<file path="src/rtl/crypto_seq_ctrl.sv">
// crypto_seq_ctrl: micro-sequencer that fetches byte opcodes from memory and runs ENC/DEC rounds.
// Optional DEC datapath: define CRYPTO_SEQ_CTRL_DEC_EN to enable opcode 0x70.
//
// state   | meaning
// IDLE    | after reset; host may load program, start begins at PC=0
// FETCH   | reading opcode at PC
// OPERAND | reading operand word at PC for LDA/LDB/STC
// EXEC    | ENC/DEC rounds, one per cycle
// STORE   | writing reg_c to operand address
// HALT    | stopped by HALT (halted) or illegal opcode (err)
module crypto_seq_ctrl #(
  parameter int DATA_W = 8,
  parameter int ADDR_W = 8,
  parameter int ROUNDS = 1,
  parameter int OFFSET = 5
) (
  input  logic              clk,
  input  logic              rst,
  input  logic              start,
  input  logic              host_we,
  input  logic [ADDR_W-1:0] host_addr,
  input  logic [DATA_W-1:0] host_wdata,
  output logic              mem_req,
  output logic              mem_we,
  output logic [ADDR_W-1:0] mem_addr,
  output logic [DATA_W-1:0] mem_wdata,
  input  logic              mem_ack,
  input  logic [DATA_W-1:0] mem_rdata,
  output logic [DATA_W-1:0] reg_a,
  output logic [DATA_W-1:0] reg_b,
  output logic [DATA_W-1:0] reg_c,
  output logic              busy,
  output logic              halted,
  output logic              err
);

  localparam logic [7:0] OP_NOP  = 8'h00;
  localparam logic [7:0] OP_LDA  = 8'h20;
  localparam logic [7:0] OP_LDB  = 8'h30;
  localparam logic [7:0] OP_STC  = 8'h40;
  localparam logic [7:0] OP_ENC  = 8'h60;
`ifdef CRYPTO_SEQ_CTRL_DEC_EN
  localparam logic [7:0] OP_DEC  = 8'h70;
`endif
  localparam logic [7:0] OP_HALT = 8'hFF;

  localparam logic [DATA_W-1:0] OFF      = DATA_W'(OFFSET);
  localparam logic [3:0]        RND_INIT = 4'(ROUNDS);

  typedef enum logic [2:0] {
    S_IDLE,
    S_FETCH,
    S_OPERAND,
    S_EXEC,
    S_STORE,
    S_HALT
  } state_t;

  state_t            state;
  logic [ADDR_W-1:0] pc;
  logic [7:0]        op;
  logic [DATA_W-1:0] c_work;
  logic [DATA_W-1:0] round_out;
  logic [3:0]        rnd_cnt;
  logic              req_r;
  logic              we_r;
  logic [ADDR_W-1:0] addr_r;
  logic [DATA_W-1:0] wdata_r;

  logic              acked;
  logic              host_sel;
  logic [ADDR_W-1:0] pc_inc;

  assign acked    = req_r && mem_ack;
  assign pc_inc   = pc + ADDR_W'(1);
  assign host_sel = ((state == S_IDLE) || (state == S_HALT)) && host_we;

  // host loads bypass the registered request path so a write takes one cycle
  assign mem_req   = host_sel | req_r;
  assign mem_we    = host_sel | we_r;
  assign mem_addr  = host_sel ? host_addr : addr_r;
  assign mem_wdata = host_sel ? host_wdata : wdata_r;

  function automatic logic [DATA_W-1:0] enc_round(input logic [DATA_W-1:0] c,
                                                  input logic [DATA_W-1:0] k);
    logic [DATA_W-1:0] t;
    t = (c << 1) + OFF;
    return t ^ k;
  endfunction

`ifdef CRYPTO_SEQ_CTRL_DEC_EN
  function automatic logic [DATA_W-1:0] dec_round(input logic [DATA_W-1:0] c,
                                                  input logic [DATA_W-1:0] k);
    logic [DATA_W-1:0] t;
    t = (c ^ k) - OFF;
    return t >> 1;
  endfunction
`endif

  always_comb begin
    round_out = enc_round(c_work, reg_b);
`ifdef CRYPTO_SEQ_CTRL_DEC_EN
    if (op == OP_DEC) round_out = dec_round(c_work, reg_b);
`endif
  end

  always_ff @(posedge clk) begin
    if (rst) begin
      state   <= S_IDLE;
      pc      <= '0;
      op      <= '0;
      c_work  <= '0;
      rnd_cnt <= '0;
      reg_a   <= '0;
      reg_b   <= '0;
      reg_c   <= '0;
      req_r   <= 1'b0;
      we_r    <= 1'b0;
      addr_r  <= '0;
      wdata_r <= '0;
      busy    <= 1'b0;
      halted  <= 1'b0;
      err     <= 1'b0;
    end else begin
      case (state)
        S_IDLE, S_HALT: begin
          if (start && !host_we) begin
            state  <= S_FETCH;
            busy   <= 1'b1;
            halted <= 1'b0;
            err    <= 1'b0;
            pc     <= '0;
            req_r  <= 1'b1;
            we_r   <= 1'b0;
            addr_r <= '0;
          end
        end

        S_FETCH: begin
          if (acked) begin
            op <= mem_rdata[7:0];
            pc <= pc_inc;
            case (mem_rdata[7:0])
              OP_NOP: addr_r <= pc_inc;
              OP_LDA, OP_LDB, OP_STC: begin
                state  <= S_OPERAND;
                addr_r <= pc_inc;
              end
              OP_ENC: begin
                state   <= S_EXEC;
                req_r   <= 1'b0;
                c_work  <= reg_a;
                rnd_cnt <= RND_INIT;
              end
`ifdef CRYPTO_SEQ_CTRL_DEC_EN
              OP_DEC: begin
                state   <= S_EXEC;
                req_r   <= 1'b0;
                c_work  <= reg_a;
                rnd_cnt <= RND_INIT;
              end
`endif
              OP_HALT: begin
                state  <= S_HALT;
                req_r  <= 1'b0;
                busy   <= 1'b0;
                halted <= 1'b1;
              end
              default: begin
                state <= S_HALT;
                req_r <= 1'b0;
                busy  <= 1'b0;
                err   <= 1'b1;
              end
            endcase
          end
        end

        S_OPERAND: begin
          if (acked) begin
            pc <= pc_inc;
            case (op)
              OP_LDA: begin
                reg_a  <= mem_rdata;
                state  <= S_FETCH;
                addr_r <= pc_inc;
              end
              OP_LDB: begin
                reg_b  <= mem_rdata;
                state  <= S_FETCH;
                addr_r <= pc_inc;
              end
              default: begin
                state   <= S_STORE;
                we_r    <= 1'b1;
                addr_r  <= ADDR_W'(mem_rdata);
                wdata_r <= reg_c;
              end
            endcase
          end
        end

        S_EXEC: begin
          c_work  <= round_out;
          rnd_cnt <= rnd_cnt - 4'd1;
          if (rnd_cnt == 4'd1) begin
            reg_c  <= round_out;
            state  <= S_FETCH;
            req_r  <= 1'b1;
            addr_r <= pc;
          end
        end

        S_STORE: begin
          if (acked) begin
            state   <= S_FETCH;
            we_r    <= 1'b0;
            addr_r  <= pc;
            wdata_r <= '0;
          end
        end

        default: begin
          state <= S_IDLE;
          req_r <= 1'b0;
          we_r  <= 1'b0;
          busy  <= 1'b0;
        end
      endcase
    end
  end

endmodule

</file>
<file path="config.mk">
export PLATFORM = sky130hd
export DESIGN_NAME = crypto_seq_ctrl
export DESIGN_NICKNAME = d
export VERILOG_FILES = /design/src/rtl/crypto_seq_ctrl.sv
export SDC_FILE = /design/constraint.sdc
export NUM_CORES = 1
export LEC_CHECK = 0
export BUFFER_PORTS_ARGS = -buffer_cell sky130_fd_sc_hd__buf_2
export CAP_MARGIN = 20
export CORE_MARGIN = 3
export CORE_UTILIZATION = 40
export DETAILED_ROUTE_END_ITERATION = 6
export PLACE_DENSITY = 0.62
export SLEW_MARGIN = 20
export SYNTH_ARGS = -nofsm -noshare
export SYNTH_HDL_FRONTEND = slang
export SYNTH_SLANG_ARGS = --single-unit
</file>
<file path="constraint.sdc">
create_clock -name clk -period 2.1 [get_ports clk]
set_clock_uncertainty 0.15 [all_clocks]
set_input_delay 0.315 -clock clk [delete_from_list [all_inputs] [get_ports clk]]
set_output_delay 0.315 -clock clk [all_outputs]
set_load 0.005 [all_outputs]
</file>
# After elaboration in Yosys (flattened, before gate mapping)
# Cells that the tools add are included.
[classes]
n_mux = 49
n_reduce_logical = 36
add_sub_neg = 3
n_eq_ne = 27
n_bitwise = 6
[ops]
columns = ["operator", "n"]
rows = [
  ["2-to-1 mux 8 bit", 13],
  ["one-hot mux 8 bit (5 select lines)", 1],
  ["equality test 8 x 6 -> 1 bit, second input constant", 4],
  ["one-hot mux 8 bit (2 select lines)", 2],
  ["inequality test 2 bit, second input constant", 11],
  ["2-to-1 mux 3 bit", 6],
  ["equality test 8 x 7 -> 1 bit, second input constant", 2],
  ["AND reduction 4 bit", 4],
  ["one-hot mux 3 bit (5 select lines)", 1],
  ["2-to-1 mux 1 bit", 14],
  ["2-to-1 mux 7 bit", 2],
  ["one-hot mux 7 bit (2 select lines)", 1],
  ["AND reduction 3 bit", 4],
  ["AND reduction 5 bit", 2],
  ["OR reduction 2 bit", 5],
  ["one-hot mux 3 bit (3 select lines)", 1],
  ["adder 8 x 1 -> 8 bit, second input constant", 1],
  ["adder 8 x 3 -> 8 bit, second input constant", 1],
  ["equality test 8 bit, second input constant", 1],
  ["logical NOT 8 bit", 1],
  ["2-to-1 mux 4 bit", 2],
  ["one-hot mux 1 bit (4 select lines)", 2],
  ["one-hot mux 4 bit (2 select lines)", 1],
  ["nonzero test 2 bit", 4],
  ["23 further kinds", 35],
]
[totals]
reg_bits = 75
out_inout_bits = 45
in_bits = 29
word_cells = 136

# Logic depth before layout (Yosys ltp)
# Gate-level depths: netlist of the first run.
[logic_depth]
word_depth = 5
mapped_depth = 8

# Worst setup path after synthesis of the first run
# Ideal clock, no wire load.
[synth_path]
path_kind = "register -> output"
startpoint = "reg state[1]"
endpoint = "out mem_addr[6]"
path_slack_ns = -0.132
t_required_ns = 1.635
stages_incl_launch_ff = 7
arrival_ns = 1.767
path_cell_list = "dfxtp_1 > buf_2 > inv_1 > and3_1 > clkbuf_1 > clkbuf_1 > mux2_2"
[synth_between]
elab_chain_len = 4
word_cells_on_any_way = 5
[synth_rtl]
columns = ["item", "line_no", "source"]
rows = [
  ["start, declared", "59", "state_t state;"],
  ["start signal, assigned", "109", "state <= S_IDLE;"],
  ["start signal, assigned", "128", "state <= S_FETCH;"],
  ["start signal, assigned", "146", "state <= S_OPERAND;"],
  ["equality test 3 bit or logical NOT 3 bit (tied branches)", "76", "assign host_sel = ((state == S_IDLE) || (state == S_HALT)) && host_we;"],
  ["logical OR 1 bit (*)", "76", ""],
  ["logical AND 1 bit (*)", "76", ""],
  ["2-to-1 mux 8 bit (*)", "81", "assign mem_addr = host_sel ? host_addr : addr_r;"],
  ["end, declared", "25", "output logic [ADDR_W-1:0] mem_addr,"],
]
# Every way passes the cells marked *; elsewhere a longest branch is shown, timed or not.

# Worst setup path in the final report of the first run
[layout_path]
startpoint = "reg state[2]"
endpoint = "out mem_addr[4]"
# The elaborated chain is that of the path after synthesis.

==> flow_summary_export.csv, run 1 <==
group,metric,value,unit
floorplanning,coreArea,9420,sq um
synth,ys_seq_elements,75,
grt,grt_antenna_before_repair,0,
setup_path,cpMaxStageDelayCell,"dfxtp_4",
synth,synth-seq-area-share,0.381,
pwr,vdd_drop_max,0.000729,V
grt,grt_use_met2,0.334,
setup_path,worst-endpoint-arrival,1.83,ns
pwr,pwr-share-clk,0.255,
clock_tree,clk_latency,0.34,ns
sta,fmax,0.436,GHz
floorplanning,die_h,105,microns
route,drt-wirelength-per-cell,17.4,microns
grt,track_usage,0.215,
clock_tree,cts_tree,"done",
synth,syn_avg_cell_area,8.55,sq um
sta,setup_tns,-2.99,ns
route,ant_nets,0,
cells_and_area,multi_input_area,2470,sq um
route,firstDrtPassIters,5,
sta,finalCriticalPeriod,2.29,ns
job,cap_viol_max_count,0,
route,via_per_inst,5.47,
grt,overflow,0,
route,drt_iter0_drc,328,
run_status,status,"finished with violations",
clock_tree,clockRootBuffer,"clkbuf_8",
grt,grt_pass1_vias,3717,
setup_path,crit_family,"simple AND/OR/NAND/NOR gates",
setup_path,startpoint_type,"register",
synth,syn_inst,461,
cells_and_area,nFillCells,848,
cells_and_area,area_growth_syn_to_layout,39.1,%
place,place_hpwl,9.09,mm
synth,ys_types,57,
pwr,power.leakage,2.32,nW
pwr,comb_power_share,0.423,
setup_path,worstPathMaxFanout,4,
pwr,pwr-share-seq,0.322,
cells_and_area,final-seq-area,1510,sq um
setup_path,worstSetupPathType,"reg -> out",
synth,syn_nets,494,
cells_and_area,drive_above_1_share,0.364,
setup_path,slowest_delay,0.37,ns
sta,rsz0062_at_grt,"true",
floorplanning,die_x,105,microns
route,dr_total_vias,3955,
clock_tree,cts_sinks,75,
synth,synth_area,3940,sq um
route,drt_wl_total,12.6,mm
route,drc,0,
sta,maxSlewHeadroom,0.677,
place,portBuffers,73,
setup_path,cp_num_buf_inv,2,
place,place_ws,-0.271,ns
sta,report.final.slew_viol_count,0,
place,gp_congestion,0.915,
setup_path,crit_path_cell_trace,"nor2b_4 -> nor2_4 -> and3_4 -> clkbuf_16 -> mux2_4 -> buf_6",
floorplanning,start_util,0.419,
pwr,p_per_area,871,nW/um^2
synth,synth_edf_count,0,
synth,async_flop_share,0,
cells_and_area,final_util,0.582,
setup_path,cp-end-kind,"output pin",
grt,met1_usage,0.301,
synth,synth-main-ff-cell,"dfxtp_1",
sta,worstMarginPinSlew,0.484,ns
worst_hold_path,hp-class,"in -> reg",
pwr,internal_power,3.19,mW
floorplanning,io_pins,74,
sta,finalSetupViolCount,18,
grt,use_met3,0.0465,
grt,top_usage_layer,"met2",
cells_and_area,antenna_cells,0,
grt,grt_max_degree,26,
floorplanning,placementRows,35,
clock_tree,cts.htree.levels,3,
sta,setup_slack,-0.194,ns
clock_tree,hold_buffers,0,
clock_tree,clockBufferDepth,2,
floorplanning,die_area,11100,sq um
pwr,p_switching,1.59,mW
synth,synth.yosys.warnings,0,
setup_path,crit_required,1.63,ns
grt,grt_pass1_wl,19.3,mm
clock_tree,cts-buffers-inserted,9,
cells_and_area,finalNetCount,623,
clock_tree,clkTransAtPathRegs,0.08,ns
sta,hold_violations,0,
pwr,power.total,4.77,mW
pwr,p_sw_frac,0.332,
sta,fin_crit_sh,1.09,
run_status,failed_checks,"negative setup slack",
[layer usage]
metal  vias up  share of wire
met2       147           0.46
met1      1865           0.46
met4         0          0.014
met5         -              0
met3        12          0.058
li1       1931              -
[area by class of cell]
type | instances | area share
Multi-Input combinational cell | 350 | 0.450
Timing Repair Buffer | 148 | 0.202
Clock buffer | 9 | 0.0226
Clock inverter | 6 | 0.0164
Sequential cell | 75 | 0.276
Tap cell | 129 | 0.0294
Inverter | 6 | 0.00411
[sequential cells by signal, summed over array words and instances, names as in the netlist, 3 cells and up]
name / cells
pc: 8
op: 8
c_work: 7
reg_a: 8
addr_r: 8
wdata_r: 8
reg_b: 8
state: 3
rnd_cnt: 4
reg_c: 8
[layout by cell type, fill, tap and decap left out, drive strengths merged, types with 3 or more instances in the layout]
| cell | synthesis | routed |
|---|---|---|
| buf | 8 | 146 |
| dfxtp | 75 | 75 |
| nor2 | 57 | 57 |
| nand2 | 42 | 42 |
| a21oi | 34 | 34 |
| mux2i | 30 | 30 |
| o21ai | 21 | 21 |
| nand3 | 20 | 20 |
| mux2 | 17 | 17 |
| nor3 | 14 | 14 |
| xnor2 | 11 | 11 |
| clkbuf | 22 | 11 |
| a222oi | 9 | 9 |
| a211oi | 8 | 8 |
| xor2 | 8 | 8 |
| nor2b | 8 | 8 |
| inv | 6 | 7 |
| nand2b | 5 | 5 |
| or3b | 5 | 5 |
| nand4 | 4 | 4 |
| o31ai | 4 | 4 |
| ha | 4 | 4 |
| nor3b | 4 | 4 |
| or3 | 3 | 3 |
| nor4b | 3 | 3 |
| o21a | 3 | 3 |
| a22oi | 3 | 3 |
| and3 | 3 | 3 |
[logic make-up after synthesis]
group	share of synthesized area
flip-flops	0.381
multiplexers	0.125
XOR/XNOR	0.0422
buffers and inverters	0.0375
adder cells (fa/ha/maj)	0.0127
AND/OR/NAND/NOR	0.231
AO/OA/AOI/OAI	0.171
[path summary, 6_finish.rpt]
path           startpoint  cells past startpoint          end  slack, ns
max              state[2]                      6  mem_addr[4]      -0.19
min          mem_rdata[5]                      3     reg_b[5]       0.16
max reg2reg      state[2]                      6     reg_a[6]       0.04
min reg2reg    wdata_r[0]                      2   wdata_r[0]       0.31
[power by group through the flow]
stage,registers (mW),clock network [mW],logic (mW)
finish,1.54,1.22,2.02
global route,1.54,1.30,2.16
CTS,1.54,1.24,1.62
detailed placement,1.56,0,1.48
global placement,1.56,0,1.48
floorplan,1.54,0,0.856
[synth_stat cells (all sizes together) (3+ instances only)]
| cell type | n | area (sq um) |
|---|---|---|
| a21oi | 34 | 174 |
| xor2 | 8 | 70.1 |
| o21a | 3 | 22.5 |
| inv | 6 | 22.5 |
| nor2b | 8 | 50.1 |
| nand4 | 4 | 25.0 |
| buf | 8 | 42.5 |
| xnor2 | 11 | 96.3 |
| nor2 | 57 | 214 |
| o21ai | 21 | 105 |
| nand3 | 20 | 100 |
| or3 | 3 | 18.8 |
| nor3 | 14 | 70.1 |
| nor4b | 3 | 32.5 |
| dfxtp | 75 | 1500 |
| ha | 4 | 50.1 |
| a222oi | 9 | 90.1 |
| clkbuf | 22 | 82.6 |
| or3b | 5 | 43.8 |
| o31ai | 4 | 30.0 |
| nor3b | 4 | 30.0 |
| mux2 | 17 | 191 |
| a22oi | 3 | 22.5 |
| and3 | 3 | 18.8 |
| nand2 | 42 | 165 |
| mux2i | 30 | 300 |
| a211oi | 8 | 60.1 |
| nand2b | 5 | 31.3 |
[metrics by stage]
stage / area [sq um] / instances / hold slack (ns)
5_1_grt: 5480 / 723 / 0.176
2_1_floorplan: 3950 / 461 / 0.271
6_report: 5480 / 723 / 0.157
4_1_cts: 5180 / 717 / 0.148
3_5_place_dp: 4850 / 695 / 0.294
3_3_place_gp: 4850 / 695 / 0.289
[tightest hold or removal path, cell delays in order]
cell and delay [ns]:
buf_2 0.14, mux2i_1 0.08, nor2_1 0.08
[what timing repair did]
item	in CTS	in global routing
cloned	0	4
endpoints found under the setup margin	35	45
setup buffers	7	3
gates resized for setup	19	50
pin swaps	1	9
No activity file was read; power rests on OpenSTA's default activity.
==> inputs of run 2 (changes only) <==
Settings changed: CORE_UTILIZATION 40 to 45, CTS_CLUSTER_SIZE set to 30, PLACE_DENSITY 0.62 to 0.68.
==> run 2 against run 1 <==
The run still ends with negative setup slack left. First-iteration DRC count fell by 18%. Worst hold slack worse by 0.0047 ns. Global-route usage grew 2.5 points. Clock power is essentially flat. Power down 6.4%. Combinational power decreased by 15%. Count of clock-buffer cells in the layout did not move. Worst setup slack gained 0.047 ns. Non-clock buffer count down 7. Die area shrank 11%. Largest cell class unchanged. Largest power group unchanged.
==> flow_summary_export.csv, run 2 (same netlist as run 1, synthesis figures left out) <==
group,metric,value,unit
run_status,status,"finished with violations",
run_status,failed_checks,"negative setup slack",
grt,overflow,0,
sta,report.final.slew_viol_count,0,
grt,grt_antenna_before_repair,0,
grt,grt_pass1_wl,18.8,mm
sta,setup_tns,-2.19,ns
sta,maxSlewHeadroom,0.727,
clock_tree,clockBufferDepth,2,
floorplanning,start_util,0.473,
floorplanning,die_area,9920,sq um
job,cap_viol_max_count,0,
worst_hold_path,hold_end,"reg_b[5]",
sta,finalCriticalPeriod,2.25,ns
setup_path,cp-end-kind,"output pin",
floorplanning,io_pins,74,
place,place_ws,-0.202,ns
route,drt-wirelength-per-cell,17.2,microns
route,dr_total_vias,3875,
clock_tree,cts_tree,"done",
place,place_hpwl,8.88,mm
sta,fin_crit_sh,1.07,
setup_path,worstPathMaxFanout,18,
setup_path,startpoint_type,"register",
route,via_per_inst,5.60,
setup_path,worst-endpoint-arrival,1.78,ns
worst_hold_path,hold-path-cell-count,3,
grt,grt_max_degree,36,
setup_path,worstSetupPathType,"reg -> out",
setup_path,r2r-end,"addr_r[0]",
worst_hold_path,hp-class,"in -> reg",
clock_tree,clockRootBuffer,"clkbuf_8",
cells_and_area,mostFrequentLayoutCells,"dfxtp_1 (72), buf_2 (72), buf_4 (60), nor2_1 (56), nand2_1 (41)",
sta,fmax,0.445,GHz
grt,track_usage,0.239,
cells_and_area,design_area,5230,sq um
setup_path,reg2reg_slack,0.10,ns
sta,finalSetupViolCount,18,
sta,hold_violations,0,
sta,worstMarginPinSlew,0.404,ns
sta,rsz0062_at_grt,"true",
setup_path,ff2ff_path_depth,5,
cells_and_area,drive_above_1_share,0.354,
clock_tree,clk_latency,0.35,ns
clock_tree,clkTransAtPathRegs,0.09,ns
worst_hold_path,worstHoldStart,"mem_rdata[5]",
clock_tree,cts-buffers-inserted,9,
place,portBuffers,73,
clock_tree,cts_sinks,75,
pwr,p_per_area,855,nW/um^2
pwr,vdd_drop_max,0.000495,V
cells_and_area,finalNetCount,616,
route,ant_nets,0,
clock_tree,cts.htree.levels,3,
grt,grt_pass1_vias,3685,
floorplanning,die_x,99.6,microns
floorplanning,coreArea,8340,sq um
clock_tree,hold_buffers,0,
route,drt_iter0_drc,269,
floorplanning,placementRows,33,
route,firstDrtPassIters,7,
setup_path,rr_startpoint,"op[0]",
route,drc,0,
setup_path,crit_required,1.63,ns
cells_and_area,nFillCells,755,
route,drt_wl_total,11.9,mm
floorplanning,die_h,99.6,microns
cells_and_area,antenna_cells,0,
cells_and_area,area_growth_syn_to_layout,32.7,%
pwr,power.leakage,2.23,nW
place,placed_area,4820,sq um
sta,setup_slack,-0.147,ns
place,gp_congestion,0.934,
-- run 2: cell types whose count changed in the layout (fill, tap and decap cells not counted), sizes merged --
cell	change
clkinv	+2
clkinvlp	-1
clkbuf	-2
inv	-1
buf	-5
-- run 2: cell type report --
| type | instances | area (sq um) | area share |
|---|---|---|---|
| well taps | 105 | 131 | 0.0251 |
| clock buffers | 9 | 124 | 0.0237 |
| repair buffers | 141 | 933 | 0.178 |
| clock inverters | 6 | 91.3 | 0.0175 |
| flip-flops and latches | 75 | 1510 | 0.289 |
| inverters | 6 | 22.5 | 0.00431 |
| multi-input cells | 350 | 2410 | 0.462 |
-- run 2: metrics by stage --
| step | utilization | hold slack, ns | total power, mW | cells |
|---|---|---|---|---|
| final | 0.627 | 0.152 | 4.47 | 692 |
| after global routing | 0.627 | 0.151 | 4.71 | 692 |
| after CTS | 0.617 | 0.146 | 4.39 | 692 |
| after detailed placement | 0.578 | 0.292 | 3.05 | 673 |
| after global placement | 0.578 | 0.288 | 3.04 | 673 |
| after floorplan | - | 0.271 | 2.40 | 461 |
-- run 2: how the worst max path moves through the flow --
stage / startpoint / end / slack (ns) / cells past startpoint
floorplan: mem_rdata[1] / c_work[6] / -0.05 / 6
global placement: mem_rdata[7] / addr_r[7] / -0.12 / 6
detailed placement: mem_rdata[7] / addr_r[2] / -0.20 / 6
CTS: state[0] / mem_wdata[5] / -0.17 / 6
global route: state[0] / mem_wdata[3] / -0.22 / 6
finish: state[0] / mem_wdata[5] / -0.15 / 6
-- run 2: layer usage --
layer | wire [microns] | track usage | up-vias
li1 | - | - | 1899
met1 | 5730 | 0.333 | 1832
met2 | 5340 | 0.380 | 128
met3 | 651 | 0.0477 | 16
met4 | 182 | 0.0609 | 0
met5 | 0 | 0 | -
-- run 2: report_power, final --
part / internal (mW) / switching [mW] / total, mW
clock: 0.667 / 0.568 / 1.24
sequential: 1.48 / 0.0454 / 1.53
combinational: 0.813 / 0.896 / 1.71
-- run 2: critical path: stages (launching register included) --
cell,delay [ns]
dfxtp_4,0.36
nor2b_4,0.13
nor2_4,0.11
and3_4,0.20
buf_12,0.15
mux2_2,0.34
buf_2,0.13
-- run 2: what timing repair did --
item	4_1_cts	5_1_grt
gates cloned	0	0
pin swaps	4	4
setup endpoints to repair	27	61
buffers inserted	4	0
resized for setup	23	25
